[src/rtl/game_pkg.sv]
// Shared constants, pixel type, palette and line-setup state encoding for the box renderer.
package game_pkg;

  localparam int N     = 8;
  localparam int BOX_W = 48;
  localparam int BOX_H = 32;

  typedef logic [5:0] rgb_t;

  localparam rgb_t OUTLINE_RGB = 6'b111111;

  localparam rgb_t PALETTE [8] = '{
    6'b000000, 6'b110000, 6'b001100, 6'b000011,
    6'b111100, 6'b110011, 6'b001111, 6'b101010
  };

  typedef enum logic [1:0] {
    ST_IDLE  = 2'd0,
    ST_SCAN  = 2'd1,
    ST_READY = 2'd2
  } line_state_t;

endpackage

[src/rtl/box_hit.sv]
// One box's horizontal coverage and 1-px outline detection for the current pixel.
module box_hit #(
  parameter int HIT_W = 48,
  parameter int HIT_H = 32
) (
  input  logic       i_en,
  input  logic [9:0] i_posx,
  input  logic [8:0] i_posy,
  input  logic [9:0] i_hpos,
  input  logic [9:0] i_line,
  output logic       o_hit,
  output logic       o_edge
);
  import game_pkg::*;

  logic [10:0] w_x0;
  logic [10:0] w_x1;
  logic [10:0] w_h;
  logic [9:0]  w_y0;
  logic        w_row_edge;

  // x range is compared at 11 bits so posx + width never wraps near the right border
  assign w_x0       = {1'b0, i_posx};
  assign w_x1       = w_x0 + 11'(HIT_W);
  assign w_h        = {1'b0, i_hpos};
  assign w_y0       = {1'b0, i_posy};
  assign w_row_edge = (i_line == w_y0) || (i_line == w_y0 + 10'(HIT_H - 1));
  assign o_hit      = i_en && (w_h >= w_x0) && (w_h < w_x1);
  assign o_edge     = (w_h == w_x0) || (w_h == w_x1 - 11'd1) || w_row_edge;

endmodule

[src/rtl/box_renderer.sv]
// Per-line box renderer: snapshots box positions each frame, scans one box per cycle
// during hblank to build a row mask, then colours pixels through a 2-stage pipeline.
module box_renderer #(
  parameter int         SCREEN_W = 640,
  parameter int         SCREEN_H = 480,
  parameter int         BOX_W    = game_pkg::BOX_W,
  parameter int         BOX_H    = game_pkg::BOX_H,
  parameter int         N        = game_pkg::N,
  parameter logic [5:0] BG_RGB   = 6'b000001
) (
  input  logic                 clk,
  input  logic                 rst_n,
  input  logic                 frame_tick,
  input  logic [N*10-1:0]      posx_flat,
  input  logic [N*9-1:0]       posy_flat,
  input  logic [N*3-1:0]       color_flat,
  input  logic                 line_start,
  input  logic [9:0]           next_line,
  input  logic [9:0]           hpos,
  input  logic [9:0]           vpos,
  input  logic                 video_on,
  output logic [5:0]           rgb,
  output logic                 box_valid,
  output logic [$clog2(N)-1:0] box_id,
  output logic                 line_ready
);
  import game_pkg::*;

  localparam int             KW    = $clog2(N);
  localparam logic [KW:0]    K_END = (KW + 1)'(N);

  logic                 r_ft_d1;
  logic [N*10-1:0]      r_posx_s;
  logic [N*9-1:0]       r_posy_s;
  logic [N*3-1:0]       r_color_s;
  line_state_t          r_state;
  logic [9:0]           r_line;
  logic [KW:0]          r_k;
  logic [N-1:0]         r_shadow;
  logic [N-1:0]         r_row_mask;
  logic [9:0]           r_mask_line;
  logic                 r_line_ready;
  logic [9:0]           r_hpos_p1;
  logic                 r_von_p1;
  logic [9:0]           r_line_p1;
  logic [5:0]           r_rgb_p2;
  logic                 r_valid_p2;
  logic [KW-1:0]        r_id_p2;

  logic [KW-1:0]        w_kidx;
  logic [9:0]           w_ky;
  logic                 w_scan_hit;
  logic [N-1:0]         w_hit;
  logic [N-1:0]         w_edge;
  logic                 w_win;
  logic [KW-1:0]        w_id;
  logic [5:0]           w_rgb;
  logic                 w_unused_vpos;

  // the row is tracked internally, so the timing block's vpos is not needed
  assign w_unused_vpos = ^vpos;

  // vertical test for the box currently addressed by the scan counter
  assign w_kidx     = r_k[KW-1:0];
  assign w_ky       = {1'b0, r_posy_s[w_kidx*9 +: 9]};
  assign w_scan_hit = (w_ky <= r_line) && (r_line < w_ky + 10'(BOX_H));

  // delay frame_tick one cycle and snapshot the post-update box state for the whole frame
  always_ff @(posedge clk or negedge rst_n) begin
    if (!rst_n) begin
      r_ft_d1   <= 1'b0;
      r_posx_s  <= '0;
      r_posy_s  <= '0;
      r_color_s <= '0;
    end else begin
      r_ft_d1 <= frame_tick;
      if (r_ft_d1) begin
        r_posx_s  <= posx_flat;
        r_posy_s  <= posy_flat;
        r_color_s <= color_flat;
      end
    end
  end

  // line-setup FSM: one box per cycle into the shadow mask, then publish as row_mask
  always_ff @(posedge clk or negedge rst_n) begin
    if (!rst_n) begin
      r_state      <= ST_IDLE;
      r_line       <= '0;
      r_k          <= '0;
      r_shadow     <= '0;
      r_row_mask   <= '0;
      r_mask_line  <= '0;
      r_line_ready <= 1'b0;
    end else if (line_start) begin
      r_state      <= ST_SCAN;
      r_line       <= next_line;
      r_k          <= '0;
      r_shadow     <= '0;
      r_line_ready <= 1'b0;
    end else if (r_state == ST_SCAN) begin
      if (r_k < K_END) begin
        r_shadow[w_kidx] <= w_scan_hit;
        r_k              <= r_k + 1'b1;
      end else begin
        r_row_mask   <= (r_line >= 10'(SCREEN_H)) ? '0 : r_shadow;
        r_mask_line  <= r_line;
        r_line_ready <= 1'b1;
        r_state      <= ST_READY;
      end
    end
  end

  // stage 1: register pixel position, visibility and the row the mask belongs to
  always_ff @(posedge clk or negedge rst_n) begin
    if (!rst_n) begin
      r_hpos_p1 <= '0;
      r_von_p1  <= 1'b0;
      r_line_p1 <= '0;
    end else begin
      r_hpos_p1 <= hpos;
      r_von_p1  <= video_on && (hpos < 10'(SCREEN_W));
      r_line_p1 <= r_mask_line;
    end
  end

  genvar g;
  generate
    for (g = 0; g < N; g++) begin : g_hit
      box_hit #(.HIT_W(BOX_W), .HIT_H(BOX_H)) u_hit (
        .i_en   (r_row_mask[g]),
        .i_posx (r_posx_s[g*10 +: 10]),
        .i_posy (r_posy_s[g*9 +: 9]),
        .i_hpos (r_hpos_p1),
        .i_line (r_line_p1),
        .o_hit  (w_hit[g]),
        .o_edge (w_edge[g])
      );
    end
  endgenerate

  // priority select: walking downward lets the lowest covering index win
  always_comb begin
    w_win = 1'b0;
    w_id  = '0;
    w_rgb = BG_RGB;
    for (int k = N - 1; k >= 0; k--) begin
      if (w_hit[k]) begin
        w_win = 1'b1;
        w_id  = KW'(k);
        w_rgb = w_edge[k] ? OUTLINE_RGB : PALETTE[r_color_s[k*3 +: 3]];
      end
    end
  end

  // stage 2: register final colour, blanking to black outside the visible area
  always_ff @(posedge clk or negedge rst_n) begin
    if (!rst_n) begin
      r_rgb_p2   <= '0;
      r_valid_p2 <= 1'b0;
      r_id_p2    <= '0;
    end else if (!r_von_p1) begin
      r_rgb_p2   <= '0;
      r_valid_p2 <= 1'b0;
      r_id_p2    <= '0;
    end else begin
      r_rgb_p2   <= w_rgb;
      r_valid_p2 <= w_win;
      r_id_p2    <= w_win ? w_id : '0;
    end
  end

  assign rgb        = r_rgb_p2;
  assign box_valid  = r_valid_p2;
  assign box_id     = r_id_p2;
  assign line_ready = r_line_ready;

endmodule

[config.mk]
export PLATFORM = sky130hd
export DESIGN_NAME = box_renderer
export DESIGN_NICKNAME = d
export VERILOG_FILES = /design/src/rtl/game_pkg.sv /design/src/rtl/box_hit.sv /design/src/rtl/box_renderer.sv
export SDC_FILE = /design/constraint.sdc
export NUM_CORES = 1
export LEC_CHECK = 0
export ABC_AREA = 1
export CELL_PAD_IN_SITES_DETAIL_PLACEMENT = 0
export CELL_PAD_IN_SITES_GLOBAL_PLACEMENT = 1
export CORE_UTILIZATION = 32
export CTS_BUF_LIST = sky130_fd_sc_hd__clkbuf_4 sky130_fd_sc_hd__clkbuf_8 sky130_fd_sc_hd__clkbuf_16
export DETAILED_ROUTE_END_ITERATION = 7
export GPL_TIMING_DRIVEN = 0
export PLACE_DENSITY = 0.75
export SLEW_MARGIN = 0
export SYNTH_ARGS = -nofsm -noshare
export SYNTH_HDL_FRONTEND = slang
export SYNTH_SLANG_ARGS = --single-unit
[constraint.sdc]
create_clock -name clk -period 6 [get_ports clk]
set_clock_uncertainty 0.05 [all_clocks]
set_input_delay 1.2 -clock clk [delete_from_list [all_inputs] [get_ports clk]]
set_output_delay 1.2 -clock clk [all_outputs]
set_load 0.1 [all_outputs]
**Word level (Yosys, flattened, before mapping)**

Memory sizes are Yosys's and may differ from the RTL's.
Cells that the tools add are included.

- Bits in registers: 251
- Memories: 8
- Output and inout bits: 11
- ROM bits: 384
- Logic and storage cells: 244

Memory list:

| name | depth | width | rd ports | clocked after memory_dff | write ports | RTL line | text |
|---|---|---|---|---|---|---|---|
| (no name shown) | 8 | 6 | 1 | 0 | 0 | box_renderer.sv:151 | `w_rgb = w_edge[k] ? OUTLINE_RGB : PALETTE[r_color_s[k*3 +: 3]];` |
| (no name shown) | 8 | 6 | 1 | 0 | 0 | box_renderer.sv:151 |  |
| (no name shown) | 8 | 6 | 1 | 0 | 0 | box_renderer.sv:151 |  |
| (no name shown) | 8 | 6 | 1 | 0 | 0 | box_renderer.sv:151 |  |
| (no name shown) | 8 | 6 | 1 | 0 | 0 | box_renderer.sv:151 |  |
| (no name shown) | 8 | 6 | 1 | 0 | 0 | box_renderer.sv:151 |  |
| +2 memories | -- | -- | -- | -- | -- | -- |  |

- Magnitude comparators: 31
- Equal/unequal tests: 34
- Multipliers: 1
- Mux-type cells: 68
- Bitwise operators: 10
- Shift operators: 1
- Reductions and logical operators: 48
- Add/subtract/negate cells: 26

Operators with widths:

| cell | count |
|---|---|
| $mux 6 | 33 |
| $eq 10x10->1 | 16 |
| $add 10x6->11 const B | 8 |
| $eq 10x11->1 | 8 |
| $lt 10x11->1 | 8 |
| $sub 11x1->11 const B | 8 |
| $add 9x5->10 const B | 8 |
| $eq 10x9->1 | 8 |
| $ge 10x10->1 | 8 |
| $shiftx 72x8->9 | 1 |
| $ge 4x4->1 const B | 8 |
| $mux 8 | 4 |
| $not 3->4 | 8 |
| $mux 3 | 10 |
| $logic_or 1x1->1 | 24 |
| $logic_and 1x1->1 | 19 |
| $mux 1 | 13 |
| $mux 4 | 3 |
| $add 9x6->10 const B | 1 |
| $ge 10x9->1 const B | 1 |
| $le 9x10->1 | 1 |
| $lt 10x10->1 | 1 |
| $lt 10x10->1 const B | 1 |
| $bwmux 8 | 1 |
| 13 further kinds | 18 |

**Longest topological paths before layout**

- Depth after elaboration: 15
- Gate-level depth with buffers: 23
- Depth with buffers taken out: 23

**Modules after synthesis**

Synthesis repeated with hierarchy kept, for this count alone.

- Cell total of the unflattened synthesis: 3445
- Area, all modules: 23613.9 µm²

Modules (own cells, without submodules):

| module | times used | sequential area each (µm²) | area an instance (µm²) | cells an instance |
|---|---|---|---|---|
| box_hit | 8 | 0.0 | 1487.7 | 287 |
| box_renderer | 1 | 6256.0 | 11712.5 | 1149 |

**Worst setup path after synthesis**

Ideal clock, no wire load.

- Path kind: reg-to-reg
- Start: register r_k[0]
- End: register r_shadow[0]
- Arrival time: 3003 ps
- Required time: 5854 ps
- Path buffers: 0
- Stages on the path, launching flop included: 15
- Slack: 2851 ps
- Library setup time: 96 ps
- Path through: dfrtp_1 -> inv_1 -> nor3_1 -> inv_1 -> o22ai_1 -> a21oi_1 -> o2111ai_1 -> ha_1 -> xnor2_1 -> ha_1 -> a21o_1 -> a31o_2 -> a31oi_1 -> o311ai_2 -> o31ai_1

- Cells in the longest elaborated chain, start to end: 9

RTL lines:

| item | RTL line | text |
|---|---|---|
| start: declaration | box_renderer.sv:38 | `logic [KW:0] r_k;` |
| start signal: assignment | box_renderer.sv:104 | `r_k <= r_k + 1'b1;` |
| $mul 3x4->7 | box_renderer.sv:65 | `assign w_ky = {1'b0, r_posy_s[w_kidx*9 +: 9]};` |
| $shiftx 72x8->9 | box_renderer.sv:65 |  |
| $add 9x6->10 | box_renderer.sv:66 | `assign w_scan_hit = (w_ky <= r_line) && (r_line < w_ky + 10'(BOX_H));` |
| $lt 10x10->1 | box_renderer.sv:66 |  |
| $logic_and 1x1->1 | box_renderer.sv:66 |  |
| $bwmux 8 | box_renderer.sv:103 | `r_shadow[w_kidx] <= w_scan_hit;` |
| $mux 8 | box_renderer.sv:102 | `if (r_k < K_END) begin` |
| $mux 8 | box_renderer.sv:101 | `end else if (r_state == ST_SCAN) begin` |
| $mux 8 | box_renderer.sv:95 | `end else if (line_start) begin` |
| end signal: indexed assignment | box_renderer.sv:103 |  |
| end: declaration | box_renderer.sv:39 | `logic [N-1:0] r_shadow;` |

Parallel ways exist; a longest one is shown, timed or not. The select of a mux whose other input is x is not followed.
A chain may end at the register's enable or synchronous reset.

**Final worst setup path**

- Start: register r_k[0]
- End: register r_shadow[4]

Same word-level chain as after synthesis.

==> impl_metrics.tcl <==
set metrics [dict create \
    holdPathStages 0 \
    dr.pass1.iters 7 \
    cts_setup_buffers 0 \
    clk_latency_ns 0.58 \
    crit_chain "inv_1 -> nor3_1 -> inv_1 -> o22ai_1 -> a21oi_1 -> o2111ai_1 -> ha_1 -> xnor2_1 -> ha_1 -> a21o_1 -> a31o_2 -> a31oi_1 -> o311ai_2 -> o31ai_1" \
    status "finished, final reports clean" \
    end_kind "flip-flop" \
    ir_drop_mv 0.162 \
    slew_viol_final 0 \
    synth_edf_count 0 \
    fin_nets 3562 \
    timing.fmax_mhz 216 \
    rr_worst_depth 14 \
    cts_tree "done" \
    holdCritPathClass "flip-flop to flip-flop" \
    drt_wl_total_um 73100 \
    pwr-share-clk_pct 35.7 \
    drive_above_1_share_pct 6.16 \
    ctsResizeCount 0 \
    vias_per_cell 4.93 \
    clkTransAtPathRegs_ns 0.06 \
    power_frac_seq_pct 31.8 \
    rows 93 \
    io_buffers 211 \
    p_switching_uw 2340 \
    ctsRootBufferMaster "clkbuf_16" \
    synthTopCellsByCount "nand2_1, inv_1, o21ai_0, dfrtp_1, ha_1" \
    hold_viol 0 \
    intPower_uw 4050 \
    grt_overflow 0 \
    critPathKind "flip-flop to flip-flop" \
    postCtsHoldBufs 0 \
    setup_violations 0 \
    ys_seq_area_share_pct 29.7 \
    synth_nets 3312 \
    required_ns 6.43 \
    final_area_um2 25500 \
    die-area_um2 66800 \
    synthTopCellsByArea "dfrtp_1, ha_1, nand2_1" \
    rsz0062_at_grt "false" \
    maxSlewHeadroom_pct 19.2 \
    drc 0 \
    start_util_pct 32.5 \
    synth_ff_type "dfrtp_1" \
    synth.top_cell.area_share_pct 29.7 \
    finalCritPeriodShare_pct 77.1 \
    die_x_um 258 \
    ant_nets 0 \
    globalplace.congestion 0.904 \
    worstMarginPinSlew_ns 1.21 \
    maxCapViolations 0 \
    yosysMostFrequentCell "nand2_1" \
    avgSynthCellArea_um2 7.32 \
    synth.distinct_cells 61 \
    power.leakage_uw 0.0122 \
    slowest_delay_ns 0.96 \
    period_needed_ns 4.63 \
    power_density_nw_per_um2 250 \
    die_h_um 258 \
    synthCells 2873 \
    ys_warn_count 0 \
    cp_max_fo 8 \
    grt.total_usage_pct 21.9 \
    async_reset_ff_share_pct 100 \
    area_growth_pct 21.3 \
    grt_pass1_vias 19200 \
    crit_slowest_cell "nor3_1" \
    place_hpwl_um 56800 \
    grt_antenna_before_repair 1 \
    cts.path.max_buffers 3 \
    critPathArrivalTime_ns 5.06 \
    yosys.area.top_type "dfrtp_1" \
    switching_share_pct 36.6 \
    pwr-share-comb_pct 32.6 \
    vias 19800 \
    start_kind "flip-flop" \
    synthesis.area_um2 21000 \
    place_area_um2 24300 \
    grt_max_degree 92 \
    synth-seq-cells 250 \
    cts.sinks 250 \
    grt_pass1_wl_um 112000 \
    coreArea_um2 64700 \
    wire_per_inst_um 18.3 \
    ioPinCount 222 \
    cts.htree.levels 2 \
    tns_ns 0 \
    drtIter0Drc 1053 \
    numCtsBuffers 35 \
    finalCoreUtilization_pct 39.5 \
    antennaDiodeCount 0 \
]
[path summary, 6_finish.rpt]
kind                           startpoint           end  slack, ns
max in group asynchronous           rst_n  r_posy_s[24]       4.03
setup reg to reg                   r_k[0]   r_shadow[4]       1.37
hold / removal             r_mask_line[5]  r_line_p1[5]       0.32
hold reg to reg            r_mask_line[5]  r_line_p1[5]       0.32
min in group asynchronous           rst_n  r_posx_s[58]       0.52
setup / recovery                   r_k[0]   r_shadow[4]       1.37
[cell usage in the layout, fill, tap and decap left out, types with 20 or more instances in the layout]
cell type,synthesis,layout
a21oi_1,99,99
clkbuf_1,46,46
clkbuf_16,0,35
clkdlybuf4s50_1,0,210
dfrtp_1,250,250
ha_1,228,228
inv_1,371,371
inv_2,20,20
nand2_1,685,685
nand3_1,163,163
nand4_1,76,76
nor2_1,189,189
nor3_1,34,34
o21ai_0,272,272
o31ai_1,20,20
xnor2_1,63,63
xor2_1,111,111
[registers in the layout (all words and copies together), names as in the netlist]
signal       cells
rgb              6
r_state          2
box_id           3
r_ft_d1          1
r_color_s       24
r_k              4
r_von_p1         1
r_row_mask       8
r_posx_s        80
r_line          10
box_valid        1
r_mask_line     10
r_hpos_p1       10
r_shadow         8
r_line_p1       10
r_posy_s        72
[routing by layer]
layer | track usage, % | part of all wire (%) | wire [um]
met1 | 28.6 | 44 | 32400
met2 | 37.4 | 47 | 34500
met3 | 2.32 | 5.0 | 3670
met4 | 7.87 | 3.4 | 2480
met5 | 0 | 0.014 | 10
[worst max-delay path, delay by kind of cell (launching register included)]
kind / cells / cell delay, ns
AO/OA/AOI/OAI: 8 / 1.88
AND/OR/NAND/NOR: 1 / 0.96
adder cells (fa/ha/maj): 2 / 0.58
buffers and inverters: 2 / 0.49
flip-flops: 1 / 0.44
XOR/XNOR: 1 / 0.14
[area by class of cell]
type / count / area [um^2]
multi-input combinational: 2157 / 13000
fill: 6858 / 39200
tap: 855 / 1070
timing repair buffer: 213 / 2170
clock inverter: 19 / 262
clock buffer: 44 / 981
inverter: 396 / 1490
sequential: 250 / 6260
buffer: 70 / 330
[per-stage QoR]
step	std cells	total power [uW]	hold WS [ns]	worst slack [ns]
after global routing	4004	6780	0.330	1.26
after detailed placement	3941	4120	0.311	1.40
after floorplan	2873	3430	0.304	2.85
final	4004	6380	0.320	1.37
after global placement	3939	4110	0.308	-7.79
after CTS	4004	6440	0.324	1.38
[kinds of logic (layout without fill, tap and decap cells)]
kind of cell	after synthesis	in the layout	share of synthesized area [%]
AO/OA/AOI/OAI	495	495	13.4
flip-flops	250	250	29.7
AND/OR/NAND/NOR	1236	1236	25.8
XOR/XNOR	186	186	8.26
buffers and inverters	466	742	8.63
multiplexers	12	12	0.642
adder cells (fa/ha/maj)	228	228	13.6
[power groups by stage]
stage          Combinational (uW)  Sequential [uW]  Clock, uW
5_1_grt                      2350             2050       2380
3_3_place_gp                 2050             2060          0
3_5_place_dp                 2070             2050          0
4_1_cts                      2080             2030       2330
6_report                     2080             2030       2280
2_1_floorplan                1430             2000          0
Power figures use the tool's default switching activity.
